===== config.mk =====
export PLATFORM = sky130hd
export DESIGN_NAME = valu_issue_ctrl
export DESIGN_NICKNAME = d
export VERILOG_FILES = /design/src/rtl/valu_pkg.sv /design/src/rtl/valu_hazard_chk.sv /design/src/rtl/valu_issue_ctrl.sv
export SDC_FILE = /design/constraint.sdc
export NUM_CORES = 1
export LEC_CHECK = 0
export BUFFER_PORTS_ARGS = -buffer_cell sky130_fd_sc_hd__buf_2
export CAP_MARGIN = 20
export CORE_MARGIN = 5
export CORE_UTILIZATION = 42
export CTS_CLUSTER_SIZE = 20
export DETAILED_ROUTE_END_ITERATION = 12
export HOLD_SLACK_MARGIN = 0.15
export SLEW_MARGIN = 20
export SYNTH_ARGS = -nofsm -noshare
export SYNTH_HDL_FRONTEND = slang
export SYNTH_HIERARCHICAL = 1
export SYNTH_SLANG_ARGS = --single-unit

===== constraint.sdc =====
create_clock -name clk -period 7.77 [get_ports clk]
set_input_delay 2.331 -clock clk [delete_from_list [all_inputs] [get_ports clk]]
set_output_delay 2.331 -clock clk [all_outputs]
set_load 0.02 [all_outputs]

===== src/rtl/valu_pkg.sv =====
// rtl/valu_pkg.sv - shared types and constants for the vector ALU issue controller
package valu_pkg;

  localparam int LATENCY = 8;
  localparam int REGW    = 5;
  localparam int OPW     = 5;

  // Opcode encoding in ALU order
  typedef enum logic [OPW-1:0] {
    Fadd     = 5'd0,
    Fsub     = 5'd1,
    Fmult    = 5'd2,
    Vadd     = 5'd3,
    Vsub     = 5'd4,
    Vmult    = 5'd5,
    Vdot     = 5'd6,
    Vdota    = 5'd7,
    Vindx    = 5'd8,
    Vreduce  = 5'd9,
    Vsplat   = 5'd10,
    Vswizzle = 5'd11,
    Vsadd    = 5'd12,
    Vssub    = 5'd13,
    Vsmult   = 5'd14,
    Vsma     = 5'd15,
    Vcompsel = 5'd16,
    Vmax     = 5'd17,
    Vmin     = 5'd18
  } valu_op_e;

  // One slot of the shadow pipeline that mirrors the ALU stages
  typedef struct packed {
    logic            vld;
    logic [OPW-1:0]  op;
    logic [7:0]      imm;
    logic [REGW-1:0] dst;
    logic            dst_vec;
  } shadow_stage_t;

  // Vsma and unknown opcodes retire without producing a register result
  function automatic logic op_writes(input logic [OPW-1:0] op);
    return (int'(op) <= int'(Vmin)) && (int'(op) != int'(Vsma));
  endfunction

endpackage


===== src/rtl/valu_hazard_chk.sv =====
// rtl/valu_hazard_chk.sv - RAW hazard detection against in-flight destinations
module valu_hazard_chk
  import valu_pkg::*;
(
  input  shadow_stage_t [LATENCY-1:0] stages_i,
  input  logic [2:0]                  src_vld_i,
  input  logic [REGW-1:0]             src0_i,
  input  logic [REGW-1:0]             src1_i,
  input  logic [REGW-1:0]             srcs_i,
  output logic                        hazard_o
);

  // Vector sources only collide with vector destinations, scalar with scalar
  always_comb begin
    hazard_o = 1'b0;
    for (int k = 0; k < LATENCY; k++) begin
      if (stages_i[k].vld) begin
        if (src_vld_i[0] && stages_i[k].dst_vec && (stages_i[k].dst == src0_i)) hazard_o = 1'b1;
        if (src_vld_i[1] && stages_i[k].dst_vec && (stages_i[k].dst == src1_i)) hazard_o = 1'b1;
        if (src_vld_i[2] && !stages_i[k].dst_vec && (stages_i[k].dst == srcs_i)) hazard_o = 1'b1;
      end
    end
  end

endmodule


===== src/rtl/valu_issue_ctrl.sv =====
// rtl/valu_issue_ctrl.sv - in-order issue/writeback control for the pipelined vector ALU (optional VALU_PERF_CNT_EN)
module valu_issue_ctrl
  import valu_pkg::*;
(
  input  logic            clk,
  input  logic            rst,
  input  logic            issue_valid,
  output logic            issue_ready,
  input  logic [OPW-1:0]  issue_op,
  input  logic [7:0]      issue_imm,
  input  logic [REGW-1:0] issue_dst,
  input  logic            issue_dst_vec,
  input  logic [2:0]      issue_src_vld,
  input  logic [REGW-1:0] issue_src0,
  input  logic [REGW-1:0] issue_src1,
  input  logic [REGW-1:0] issue_srcs,
  input  logic            flush,
  output logic            alu_en,
  output logic [OPW-1:0]  alu_op,
  output logic [7:0]      alu_imm,
  output logic            wb_valid,
  input  logic            wb_ready,
  output logic [REGW-1:0] wb_dst,
  output logic            wb_dst_vec,
  output logic [OPW-1:0]  wb_op
`ifdef VALU_PERF_CNT_EN
  ,
  output logic [31:0]     perf_issued,
  output logic [31:0]     perf_stall_wb,
  output logic [31:0]     perf_stall_haz
`endif
);

  shadow_stage_t [LATENCY-1:0] stage_q, stage_d;
  shadow_stage_t               retire;
  logic                        hazard;
  logic                        accept;

  valu_hazard_chk u_hazard_chk (
    .stages_i  (stage_q),
    .src_vld_i (issue_src_vld),
    .src0_i    (issue_src0),
    .src1_i    (issue_src1),
    .srcs_i    (issue_srcs),
    .hazard_o  (hazard)
  );

  // Retire slot drives writeback; a blocked retire freezes the whole ALU
  always_comb begin
    retire      = stage_q[LATENCY-1];
    alu_en      = !(retire.vld && !wb_ready);
    issue_ready = !rst && alu_en && !hazard && !flush;
    accept      = issue_valid && issue_ready;
    alu_op      = issue_valid ? issue_op : OPW'(Fadd);
    alu_imm     = retire.imm;
    wb_valid    = retire.vld && op_writes(retire.op) && !flush;
    wb_dst      = retire.dst;
    wb_dst_vec  = retire.dst_vec;
    wb_op       = retire.op;
  end

  // Shadow pipeline next state: flush kills everything, else shift on enable
  always_comb begin
    stage_d = stage_q;
    if (flush) begin
      for (int k = 0; k < LATENCY; k++) stage_d[k].vld = 1'b0;
    end else if (alu_en) begin
      stage_d[0] = '{vld: accept, op: issue_op, imm: issue_imm,
                     dst: issue_dst, dst_vec: issue_dst_vec};
      for (int k = 1; k < LATENCY; k++) stage_d[k] = stage_q[k-1];
    end
  end

  // Shadow pipeline state register
  always_ff @(posedge clk or posedge rst) begin
    if (rst) stage_q <= '0;
    else     stage_q <= stage_d;
  end

`ifdef VALU_PERF_CNT_EN
  logic [31:0] perf_issued_q, perf_stall_wb_q, perf_stall_haz_q;

  // Saturating event counters, cleared only by reset
  always_ff @(posedge clk or posedge rst) begin
    if (rst) begin
      perf_issued_q    <= '0;
      perf_stall_wb_q  <= '0;
      perf_stall_haz_q <= '0;
    end else begin
      if (accept && (perf_issued_q != '1)) perf_issued_q <= perf_issued_q + 32'd1;
      if (!alu_en && (perf_stall_wb_q != '1)) perf_stall_wb_q <= perf_stall_wb_q + 32'd1;
      if (issue_valid && alu_en && hazard && (perf_stall_haz_q != '1))
        perf_stall_haz_q <= perf_stall_haz_q + 32'd1;
    end
  end

  assign perf_issued    = perf_issued_q;
  assign perf_stall_wb  = perf_stall_wb_q;
  assign perf_stall_haz = perf_stall_haz_q;
`endif

endmodule

==> key figures <==
Critical path
  • Crit-path max FO: 8
  • CP Data Arrival Time: 4.34 ns
  • Critical Path RT: 5.44 ns
  • Worst r2r src: retire[19]
  • CP endpoint kind: output port
  • Critical Path Start Type: input pin
  • Crit path from: issue_srcs[3]
  • Setup CP Type: input pin to output port

CTS
  • H-tree depth: 4
  • PostCTS Resize Cnt: 0
  • CTS Buf Count: 17
  • Setup bufs post-CTS: 0
  • CTS tree: yes
  • Clock buffer depth: 2
  • Clock Root Buffer: clkbuf_16
  • Clock sinks: 160
  • Clock slew seen by the registers of the worst setup and hold paths: 0.06 ns
  • Clk Latency, worst-skew pair: 0.42 ns
  • Cts-stage hold buffer count: 0

Cells and area
  • # fillers: 1622
  • Most common cell after layout, fill and taps aside: dfrtp_1
  • P&R area growth vs syn: 10.55%
  • Most frequent cells in the layout: dfrtp_1, xnor2_1, mux2_1
  • Nets@finish: 673
  • Antenna cell count: 0
  • Fraction of layout cells with a size suffix above 1: 27.22%
  • Core Util, Final: 47.61%

Floorplanning
  • Row Count: 49
  • Die width: 146.4 um
  • Die area: 21440 um^2
  • Chip height: 146.4 um
  • Ports: 69
  • Core area: 18150 um^2
  • Initial Utilization: 43.07%

Power and ir drop
  • Switching share of power: 31.97%
  • Combinational power share: 20.8%
  • Max VDD drop: 0.1636 mV
  • Pwr Density: 307.3 nW/um^2
  • Clk pwr share: 30.7%
  • Internal power component: 0.001806 W
  • Reg power frac: 48.5%
  • Switching power total: 0.0008488 W
  • Lkg Pwr: 3.540 nW

STA
  • Max Slew Vio Count: 0
  • Setup violations, final: 0
  • Worst-Margin Slew: 0.8642 ns
  • Final WS setup: 1.101 ns
  • Setup TNS: 0 ns
  • RSZ-0062 raised after global routing: false
  • Relative slew slack: 42.39%
  • Peak Freq: 150.0 MHz
  • Final hold vios: 0
  • Clock skew: 0.01066 ns
  • Fin crit period: 6.669 ns
  • Tcrit/Tclk final: 85.83%

Global route
  • Pin count of the biggest net entering global routing: 139
  • Gr usage total: 17.82%
  • First-pass GRT wire length: 29500 um
  • Antenna violations before repair: 1
  • Global route overflow: 0
  • Vias in the first global route: 4965

Synth
  • YS warnings: 6
  • Mapped Area: 7816 um^2
  • Yosys reg bits: 160
  • Netlist cell types: 35
  • Synth Flop Type: dfrtp_1
  • Synthesized instance count: 595
  • Post-synth EDFFs: 0
  • Sequential share of the synthesized area: 51.22%
  • Avg Inst Size Synth: 13.14 um^2
  • Synthesized net count: 637
  • Post-synth ARST share: 100.0%

Routing
  • WL/cell: 20.78 um
  • Antenna Violating Nets Remaining: 0
  • Post-Route WL: 18120 um
  • Vias: 4627
  • DR DRC count: 0
  • Drt initial violations: 204
  • Drt first pass iters: 6
  • Via/cell ratio: 5.306

Place
  • Port bufs: 68
  • Dpl hpwl: 13120 um
  • GP Congestion: 0.8858
  • Place WS: 1.100 ns

Hold path
  • HP Class: flop to flop
  • Hold path startpoint: alu_imm[0]

Flow run
  • Max-cap violations: 0

Run status
  • Status: finished clean
worst max-delay path, stage by stage:
cell and delay, ns:
buf_2 0.26, xor2_1 0.19, nor4_1 0.09, nand3_1 0.08
o21ai_1 0.06, or4_1 0.52, or3_1 0.35, nor4_1 0.24
buf_2 0.21
metrics by stage:
step                      cells  hold WS [ns]  instance area, um^2  total power, W
after floorplan             595        0.4522                 7816        0.001693
after global placement      841        0.4630                 8069        0.001847
after detailed placement    841        0.4708                 8069        0.001860
after CTS                   872        0.4854                 8641        0.002687
after global routing        872        0.5027                 8641        0.002798
final                       872        0.4808                 8641        0.002655
worst paths after layout:
kind | end | slack (ns) | cells past startpoint
worst min register to register | alu_imm[0] | 0.48 | 1
min in group asynchronous | retire[19] | 2.09 | 2
max in group asynchronous | stage_q[114] | 4.24 | 3
worst max-delay path | issue_ready | 1.10 | 9
worst max register to register | wb_op[4] | 5.40 | 4
worst min-delay path | alu_imm[0] | 0.48 | 1
state kept, by name, summed over array words and instances, names as in the netlist:
name,count
retire,1
wb_op,5
wb_dst,5
stage_q,140
alu_imm,8
wb_dst_vec,1
Yosys cell counts (2+ instances only):
library cell | number | share of area [%]
dfrtp_1 | 160 | 51
xnor2_1 | 88 | 9.9
mux2_1 | 80 | 12
mux2_2 | 72 | 10
xor2_1 | 32 | 3.6
nand4_1 | 27 | 2.2
buf_4 | 23 | 2.2
buf_6 | 14 | 2.0
buf_2 | 13 | 0.83
nand2_1 | 13 | 0.62
nand3_1 | 10 | 0.64
nor3_1 | 8 | 0.51
a21oi_1 | 7 | 0.45
nor4_1 | 7 | 0.56
and2_1 | 5 | 0.40
nor2_1 | 4 | 0.19
nor3b_1 | 4 | 0.38
o22ai_1 | 4 | 0.32
nand4b_1 | 3 | 0.34
a31oi_1 | 2 | 0.16
and3_1 | 2 | 0.16
clkbuf_1 | 2 | 0.096
o2111ai_1 | 2 | 0.22
o21ai_1 | 2 | 0.13
cell type report:
cell class	instances	area (um^2)	share of cell area, %
Inverter	2	12.51	0.1448
Tap cell	229	286.5	3.316
Multi-Input combinational cell	380	3398	39.33
Timing Repair Buffer	70	367.9	4.257
Sequential cell	160	4004	46.34
Clock buffer	22	474.2	5.488
Clock inverter	9	97.59	1.129
metal layers:
metal  share of wire, %  GRT usage (%)  vias up
met5              0.061              0        -
met4                1.3          4.986        2
met3                5.5          3.812       20
met2                 41          24.45      106
met1                 52          28.12     2361
li1                   -              -     2138
cells by family after synthesis:
logic type	share of synthesized area, %
xor+xnor	13.45
simple gates	6.643
buf+inv	5.298
compound gates	1.489
flops	51.22
mux	21.90
power groups by stage:
stage / Sequential, W / Clock, W / Combinational (W)
2_1_floorplan: 0.00120 / 0 / 0.000495
3_3_place_gp: 0.00130 / 0 / 0.000548
3_5_place_dp: 0.00130 / 0 / 0.000557
4_1_cts: 0.00129 / 0.000839 / 0.000561
5_1_grt: 0.00132 / 0.000871 / 0.000607
6_report: 0.00129 / 0.000814 / 0.000553
Note: power is estimated with default switching activity, not from simulation.
